File: src/rtl/dma_bus_arbiter.sv
// System-bus owner arbiter: CPU owns the bus by default, DMA masters take it between pclk1 boundaries.
// Optional build macro ARB_ROUND_ROBIN_EN selects rotating priority instead of fixed lowest-index-wins.
module dma_bus_arbiter #(
    parameter int NUM_MASTERS = 2,
    parameter int AW          = 16,
    parameter int MAX_HOLD    = 0
) (
    input  logic                      clk_sys,
    input  logic                      rst,
    input  logic                      pclk1,
    input  logic                      halt_en,
    input  logic [AW-1:0]             cpu_ab,
    input  logic                      cpu_rw_n,
    input  logic [NUM_MASTERS-1:0]    req,
    input  logic [NUM_MASTERS*AW-1:0] m_ab,
    output logic                      cpu_halt_n,
    output logic                      cpu_released,
    output logic [NUM_MASTERS-1:0]    grant,
    output logic [AW-1:0]             ab,
    output logic                      rw_n,
    output logic                      timeout
);

    localparam int IW = (NUM_MASTERS > 1) ? $clog2(NUM_MASTERS) : 1;
    localparam int HW = (MAX_HOLD > 0) ? $clog2(MAX_HOLD + 1) : 1;

    typedef enum logic [1:0] {
        ST_CPU_OWN   = 2'd0,
        ST_HALT_WAIT = 2'd1,
        ST_DMA_OWN   = 2'd2,
        ST_RETURN    = 2'd3
    } state_t;

    state_t                 r_state;
    logic                   r_halt_n;
    logic                   r_released;
    logic [NUM_MASTERS-1:0] r_grant;
    logic [IW-1:0]          r_gidx;
    logic                   r_timeout;
    logic [AW-1:0]          r_last_ab;
    logic [HW-1:0]          r_hold_cnt;
    logic [NUM_MASTERS-1:0] r_mask;
`ifdef ARB_ROUND_ROBIN_EN
    logic [IW-1:0]          r_ptr;
`endif

    logic [AW-1:0]          w_m_ab [NUM_MASTERS];
    logic [NUM_MASTERS-1:0] w_eff;
    logic [NUM_MASTERS-1:0] w_others;
    logic                   w_any;
    logic                   w_grantee_req;
    logic                   w_hold_hit;
    logic [IW-1:0]          w_win;
    logic [NUM_MASTERS-1:0] w_win_oh;

`ifdef ARB_ROUND_ROBIN_EN
    // First set request at or after ptr+1, wrapping; scanned backwards so the nearest wins.
    function automatic logic [IW-1:0] f_winner(input logic [NUM_MASTERS-1:0] rq,
                                               input logic [IW-1:0] ptr);
        logic [IW-1:0] w;
        int            j;
        w = '0;
        for (int k = NUM_MASTERS; k >= 1; k--) begin
            j = (32'(ptr) + k) % NUM_MASTERS;
            if (rq[j]) w = IW'(j);
        end
        return w;
    endfunction
`else
    function automatic logic [IW-1:0] f_winner(input logic [NUM_MASTERS-1:0] rq);
        logic [IW-1:0] w;
        w = '0;
        for (int i = NUM_MASTERS - 1; i >= 0; i--) begin
            if (rq[i]) w = IW'(i);
        end
        return w;
    endfunction
`endif

    // A master revoked by MAX_HOLD stays out of arbitration until it releases its request.
    always_comb begin
        for (int i = 0; i < NUM_MASTERS; i++) begin
            w_m_ab[i] = m_ab[i*AW +: AW];
        end
        w_eff         = req & ~r_mask;
        w_any         = |w_eff;
        w_others      = w_eff & ~r_grant;
        w_grantee_req = |(req & r_grant);
        w_hold_hit    = (MAX_HOLD > 0) && pclk1 &&
                        ((32'(r_hold_cnt) + 32'd1) == 32'(MAX_HOLD));
`ifdef ARB_ROUND_ROBIN_EN
        w_win         = f_winner(w_eff, r_ptr);
`else
        w_win         = f_winner(w_eff);
`endif
        w_win_oh        = '0;
        w_win_oh[w_win] = 1'b1;
    end

    always_comb begin
        ab   = r_last_ab;
        rw_n = 1'b1;
        case (r_state)
            ST_CPU_OWN, ST_HALT_WAIT: begin
                ab   = cpu_ab;
                rw_n = cpu_rw_n;
            end
            ST_DMA_OWN: begin
                if (|r_grant) ab = w_m_ab[r_gidx];
            end
            default: ;
        endcase
    end

    always_ff @(posedge clk_sys) begin
        if (rst) begin
            r_state    <= ST_CPU_OWN;
            r_halt_n   <= 1'b1;
            r_released <= 1'b0;
            r_grant    <= '0;
            r_gidx     <= '0;
            r_timeout  <= 1'b0;
            r_last_ab  <= '0;
            r_hold_cnt <= '0;
            r_mask     <= '0;
`ifdef ARB_ROUND_ROBIN_EN
            r_ptr      <= IW'(NUM_MASTERS - 1);
`endif
        end else begin
            r_timeout <= 1'b0;
            r_last_ab <= ab;
            r_mask    <= r_mask & req;
            case (r_state)
                ST_CPU_OWN: begin
                    if (halt_en && w_any) begin
                        r_state  <= ST_HALT_WAIT;
                        r_halt_n <= 1'b0;
                    end
                end
                ST_HALT_WAIT: begin
                    if (!w_any) begin
                        r_state    <= ST_CPU_OWN;
                        r_halt_n   <= 1'b1;
                        r_released <= 1'b0;
                    end else if (pclk1) begin
                        r_state    <= ST_DMA_OWN;
                        r_released <= 1'b1;
                        r_grant    <= w_win_oh;
                        r_gidx     <= w_win;
                        r_hold_cnt <= '0;
`ifdef ARB_ROUND_ROBIN_EN
                        r_ptr      <= w_win;
`endif
                    end
                end
                ST_DMA_OWN: begin
                    if (|r_grant) begin
                        if (!w_grantee_req || w_hold_hit) begin
                            r_grant <= '0;
                            if (w_grantee_req) begin
                                r_timeout <= 1'b1;
                                r_mask    <= (r_mask & req) | r_grant;
                            end
                            if (!(|w_others)) begin
                                r_state  <= ST_RETURN;
                                r_halt_n <= 1'b1;
                            end
                        end else if (pclk1) begin
                            r_hold_cnt <= r_hold_cnt + HW'(1);
                        end
                    end else if (!w_any) begin
                        r_state  <= ST_RETURN;
                        r_halt_n <= 1'b1;
                    end else if (pclk1) begin
                        r_grant    <= w_win_oh;
                        r_gidx     <= w_win;
                        r_hold_cnt <= '0;
`ifdef ARB_ROUND_ROBIN_EN
                        r_ptr      <= w_win;
`endif
                    end
                end
                ST_RETURN: begin
                    if (pclk1) begin
                        if (halt_en && w_any) begin
                            r_state  <= ST_HALT_WAIT;
                            r_halt_n <= 1'b0;
                        end else begin
                            r_state    <= ST_CPU_OWN;
                            r_released <= 1'b0;
                        end
                    end
                end
                default: r_state <= ST_CPU_OWN;
            endcase
        end
    end

    assign cpu_halt_n   = r_halt_n;
    assign cpu_released = r_released;
    assign grant        = r_grant;
    assign timeout      = r_timeout;

endmodule

File: config.mk
export PLATFORM = sky130hd
export DESIGN_NAME = dma_bus_arbiter
export DESIGN_NICKNAME = d
export VERILOG_FILES = /design/src/rtl/dma_bus_arbiter.sv
export SDC_FILE = /design/constraint.sdc
export NUM_CORES = 1
export LEC_CHECK = 0
export CAP_MARGIN = 5
export CORE_UTILIZATION = 39
export DETAILED_ROUTE_END_ITERATION = 10
export PLACE_DENSITY = 0.77
export SYNTH_ARGS = -nofsm -noshare
export SYNTH_HDL_FRONTEND = slang
export SYNTH_SLANG_ARGS = --single-unit
File: constraint.sdc
create_clock -name clk_sys -period 2.9 [get_ports clk_sys]
set_input_delay 0.58 -clock clk_sys [delete_from_list [all_inputs] [get_ports clk_sys]]
set_output_delay 0.58 -clock clk_sys [all_outputs]
set_load 0.005 [all_outputs]
==> flow_summary.yaml, run 1 <==
power:
  cellPowerDensity_nw_per_um2: 443
  peakVddDrop_uv: 264
  p_leak_nw: 0.913
  p_total_mw: 1.09
logic_synthesis:
  synth-adder-area-share: 0.0463
  synth_compound_area_frac: 0.225
  synth_xor_area_frac: 0
  yosysUniqueCellTypes: 41
  muxShareOfSynthArea: 0.106
  yosysSeqAreaShare: 0.309
  synth_top_flop_cell: "dfxtp_1"
  synth_top_family_by_area: "simple AND/OR/NAND/NOR gates"
  synth_edf_count: 0
  ys_warn_count: 0
  ys_async_sr_fraction: 0
  synth_simple_gate_area_frac: 0.230
  synth_fp_nets: 263
  synth_seq_cells: 25
  netlist_instances: 202
  syn_area_per_cell_sq_um: 8.03
  syn_area_sq_um: 1620
timing:
  worstMarginPinSlew_ns: 0.534
  finalHoldViolCount: 0
  slew_headroom: 0.643
  rsz0062_at_grt: "false"
  finalCriticalPeriod_ns: 2.76
  fin_ws_ns: 0.141
  fin_crit_sh: 0.951
  max_freq_ghz: 0.362
  setup_viol: 0
  skew_ns: 0.00824
  tns_ns: 0
  maxSlewViolCount: 0
clock_network:
  clk_latency_ns: 0.28
  path_clk_slew_ns: 0.10
  tritoncts: "built"
  cts_buffers: 3
  htreeDepth: 1
  clock_sinks: 25
  max-clock-path-buffers: 2
  cts_root_buf: "clkbuf_8"
worst_setup_path:
  arrival_ns: 2.18
  crit_buf_inv: 3
  end_kind: "output port"
  critPathMaxFanout: 10
  reg2reg_to: "r_state[0]$_SDFFE_PP0P_"
  critPathMaxStageDelay_ns: 0.55
  critical_path_class: "flop to output port"
  rr_worst_depth: 8
  crit_chain: "inv_2 > ha_2 > nor3b_4 > or2_1 > buf_4 > nand2_1 > o21ai_1 > clkdlybuf4s50_1"
  crit_path_start_kind: "flop"
  startpoint: "r_state[0]$_SDFFE_PP0P_"
  cp_top_family: "buffers and inverters"
  cp-endpoint: "ab[5]"
  crit_cells: 8
  crit_path_top_delay_cell: "clkdlybuf4s50_1"
  r2r_slack_ns: 0.94
  required_ns: 2.32
grt:
  grt_max_degree: 20
  grt_pass1_wl_microns: 6680
  first_global_vias: 1462
  grtUsageTotal: 0.195
  antenna_found_initial: 0
  grt-ovfl-total: 0
floorplan:
  fp-row-count: 23
  die-area_sq_um: 4420
  io_pins: 77
  die_x_microns: 66.5
  initial_core_util: 0.405
  fp.coreArea_sq_um: 4000
  dieHeight_microns: 66.5
placement:
  dpl.hpwl_microns: 3270
  gp_congestion: 0.889
  dpl_worst_slack_ns: 0.160
  portBuffers: 75
  dpl_cell_area_sq_um: 2380
run_status:
  outcome: "finished clean"
layout:
  areaGrowthSynthToFinish_pct: 52.1
  num_antenna_cells: 0
  mostFrequentLayoutCells: "clkdlybuf4s50_1, dfxtp_1, a21oi_1, nor2_1, nand2_1"
  nFillCells: 374
  final_nets: 337
  layout-drive-gt1-share: 0.105
  final_area_sq_um: 2470
  final_common_cell: "clkdlybuf4s50_1"
hold_path:
  worst_hold_path_type: "flop to flop"
  min_from: "cpu_released$_SDFFE_PP0P_"
  min_path_cells: 2
drt:
  drcViolationCount: 0
  drt_iter0_drc: 33
  drt-pass1-iter-count: 4
  final_antenna_net_count: 0
  routed_wl_microns: 4370
  dr_total_vias: 1660
  avgRoutedWirePerCell_microns: 13.4
  vias_per_cell: 5.11
run:
  drv_cap: 0
## routing by layer
layer,global-route usage,share of wire
met5,0,0
met4,0.0372,0.0092
met3,0.0325,0.055
met2,0.335,0.49
met1,0.254,0.45
## synth_stat cells (all sizes together), types with 2 or more instances
cell type	number	area share
a21oi	21	0.065
and2	16	0.062
and3	2	0.0085
buf	12	0.061
clkbuf	2	0.0046
dfxtp	25	0.31
ha	6	0.046
inv	7	0.016
mux2i	16	0.099
nand2	20	0.046
nand2b	3	0.012
nand3	3	0.0093
nor2	20	0.046
nor2b	3	0.013
nor3b	3	0.014
o21ai	21	0.069
o31ai	2	0.0093
or2	2	0.0077
or3	2	0.0077
## worst min path at each step
stage | end | slack (ns)
2_1_floorplan | cpu_released$_SDFFE_PP0P_ | 0.46
3_5_place_dp | cpu_released$_SDFFE_PP0P_ | 0.46
5_1_grt | cpu_released$_SDFFE_PP0P_ | 0.52
6_report | cpu_released$_SDFFE_PP0P_ | 0.48
3_3_place_gp | cpu_released$_SDFFE_PP0P_ | 0.46
4_1_cts | cpu_released$_SDFFE_PP0P_ | 0.48
## power breakdown
part	switching (mW)	internal [mW]
sequential	0.0232	0.387
combinational	0.191	0.275
clock	0.118	0.0976
total	0.333	0.759
## sequential cells by signal, indices dropped and copies added (netlist names), named ones only
signal / flops
r_state: 1
r_mask: 2
cpu_released: 1
cpu_halt_n: 1
r_gidx: 1
r_last_ab: 16
grant: 2
## tightest hold or removal path: stages, from the launching register on
cell and delay (ns):
dfxtp_1 0.32, o31ai_1 0.06, a21oi_1 0.06
## cell families after synthesis
family / Yosys count
compound gates: 57
other cells: 1
mux: 17
simple gates: 75
buf+inv: 21
flops: 25
fa+ha+maj: 6
## metrics by stage
step / cells / utilization / hold slack, ns
finish: 325 / 0.617 / 0.482
global route: 325 / 0.617 / 0.524
CTS: 324 / 0.609 / 0.482
detailed placement: 320 / 0.595 / 0.463
global placement: 320 / 0.595 / 0.462
floorplan: 202 / - / 0.457
## area by class of cell
cell class,count,area [sq um],share of cell area
clock inverter,1,7.51,0.00304
clock buffer,3,41.3,0.0167
timing repair buffer,83,813,0.330
tap,50,62.6,0.0254
inverter,7,26.3,0.0107
multi-input combinational,156,1010,0.410
sequential,25,503,0.204
## timing repair
action | in CTS | in global routing
hold buffers | 0 | 0
buffers inserted | 0 | 1
setup endpoints to repair | 16 | 16
gates resized for setup | 2 | 8
Note: power is estimated with default switching activity, not from simulation.
==> run 2: changes to the inputs <==
==> constraint.sdc (replaced) <==
create_clock -name clk_sys -period 2.9 [get_ports clk_sys]
set_input_delay 0.725 -clock clk_sys [delete_from_list [all_inputs] [get_ports clk_sys]]
set_output_delay 0.725 -clock clk_sys [all_outputs]
set_load 0.005 [all_outputs]
==> run 2 against run 1 <==
Net effect:
- register-to-register slack worse by 0.19 ns
- sequential power hardly changed
- worst setup slack got worse by 0.082 ns
- clock power hardly changed
- worst hold slack worse by 0.0017 ns
- power grew 3.0%
- final area increased by 3.6%
- clock-buffer cell count unchanged
- non-clock buffer count is 5 higher
- highest routed layer unchanged
==> flow_summary.yaml, run 2 (same netlist as run 1, synthesis figures left out) <==
clock_network:
  path_clk_slew_ns: 0.09
  cts_buffers: 3
  cts_root_buf: "clkbuf_8"
  htreeDepth: 1
  holdBufCountCts: 0
  clock_sinks: 25
  clk_latency_ns: 0.27
  max-clock-path-buffers: 2
  tritoncts: "built"
layout:
  regMostFlops: "r_last_ab"
  mostFrequentLayoutCells: "clkdlybuf4s50_1, dfxtp_1, nor2_1, a21oi_1, nand2_1"
  final_common_cell: "clkdlybuf4s50_1"
  areaGrowthSynthToFinish_pct: 57.6
  final_nets: 343
  num_antenna_cells: 0
  largest_reg_flops: 16
  layout-drive-gt1-share: 0.135
  nFillCells: 354
  final_area_sq_um: 2550
drt:
  avgRoutedWirePerCell_microns: 14.6
  final_antenna_net_count: 0
  routed_wl_microns: 4840
  vias_per_cell: 5.15
  drcViolationCount: 0
  dr_total_vias: 1703
  drt-pass1-iter-count: 4
  drt_iter0_drc: 54
floorplan:
  initial_core_util: 0.405
  io_pins: 77
  fp.coreArea_sq_um: 4000
  fp-row-count: 23
  die-area_sq_um: 4420
  die_x_microns: 66.5
  dieHeight_microns: 66.5
worst_setup_path:
  cp-endpoint: "ab[7]"
  reg2reg_to: "r_state[0]$_SDFFE_PP0P_"
  critPathMaxStageDelay_ns: 0.53
  cp_top_family: "buffers and inverters"
  rr_worst_depth: 8
  arrival_ns: 2.12
  critPathMaxFanout: 2
  crit_cells: 6
  cp_common_cell: "clkdlybuf4s50_1"
  startpoint: "m_ab[23]"
  r2r_slack_ns: 0.75
  crit_path_top_delay_cell: "clkdlybuf4s50_1"
  required_ns: 2.17
  crit_buf_inv: 2
  end_kind: "output port"
  critical_path_class: "primary input to output port"
  crit_chain: "clkdlybuf4s50_1 > mux2i_1 > nor2_1 > a21oi_2 > o21ai_1 > clkdlybuf4s50_1"
  crit_path_start_kind: "primary input"
run:
  drv_cap: 0
timing:
  skew_ns: 0.0100
  fin_crit_sh: 0.980
  setup_viol: 0
  maxSlewViolCount: 0
  worstMarginPinSlew_ns: 0.493
  tns_ns: 0
  slew_headroom: 0.663
  fin_hold_ws_ns: 0.480
  rsz0062_at_grt: "false"
  finalHoldViolCount: 0
  max_freq_ghz: 0.352
  finalCriticalPeriod_ns: 2.84
grt:
  grt-ovfl-total: 0
  grt_max_degree: 20
  first_global_vias: 1620
  grtUsageTotal: 0.223
  grt_pass1_wl_microns: 7490
  antenna_found_initial: 0
placement:
  dpl_cell_area_sq_um: 2390
  gp_congestion: 0.850
  dpl.hpwl_microns: 3340
  portBuffers: 75
hold_path:
  worst_hold_path_type: "flop to flop"
run_status:
  outcome: "finished clean"
power:
  p_leak_nw: 1.04
  cellPowerDensity_nw_per_um2: 440
  peakVddDrop_uv: 263
run 2: worst reg2reg max path, cell delays in order (launching register included):
cell	delay [ns]
dfxtp_2	0.41
inv_1	0.10
ha_1	0.24
buf_4	0.17
nor2b_1	0.13
o22ai_1	0.17
o2111ai_2	0.18
a2111oi_0	0.52
a211oi_1	0.10
run 2: area by class of cell:
type / instances / area [sq um] / area share
Sequential cell: 25 / 505 / 0.198
Timing Repair Buffer: 88 / 877 / 0.343
Clock inverter: 1 / 5.00 / 0.00196
Clock buffer: 3 / 41.3 / 0.0162
Tap cell: 50 / 62.6 / 0.0245
Inverter: 7 / 26.3 / 0.0103
Multi-Input combinational cell: 157 / 1040 / 0.406
run 2: per-layer routing:
metal | routed length, microns | up-vias | GRT usage
met5 | 0 | - | 0
met4 | 57 | 0 | 0.0505
met3 | 277 | 6 | 0.0342
met2 | 2420 | 51 | 0.421
met1 | 2080 | 795 | 0.261
li1 | - | 851 | -
run 2: timing repair:
action                     4_1_cts  5_1_grt
buffers inserted                 3        3
gates resized for setup         14       15
gates cloned                     0        1
pin swaps                        1        1
setup endpoints to repair       17       11
run 2: worst min path at each step:
stage,start,to,slack (ns),cells past startpoint
2_1_floorplan,cpu_released$_SDFFE_PP0P_,cpu_released$_SDFFE_PP0P_,0.46,2
3_3_place_gp,cpu_released$_SDFFE_PP0P_,cpu_released$_SDFFE_PP0P_,0.46,2
3_5_place_dp,cpu_released$_SDFFE_PP0P_,cpu_released$_SDFFE_PP0P_,0.47,2
4_1_cts,cpu_released$_SDFFE_PP0P_,cpu_released$_SDFFE_PP0P_,0.49,2
5_1_grt,cpu_released$_SDFFE_PP0P_,cpu_released$_SDFFE_PP0P_,0.51,2
6_report,cpu_released$_SDFFE_PP0P_,cpu_released$_SDFFE_PP0P_,0.48,2
run 2: through the flow:
stage                     instances   util  power, mW  setup WS [ns]
after detailed placement        320  0.598      0.868        -0.0547
final                           331  0.639       1.12         0.0592
after floorplan                 202      -      0.643          0.640
after global placement          320  0.598      0.861       -0.00489
after CTS                       327  0.620       1.09        0.00499
after global routing            331  0.639       1.20         0.0133
run 2: report_power, final:
part	leakage, nW	internal, mW	total, mW	switching [mW]
combinational	0.812	0.288	0.498	0.210
sequential	0.207	0.388	0.411	0.0229
clock	0.0255	0.0963	0.216	0.119
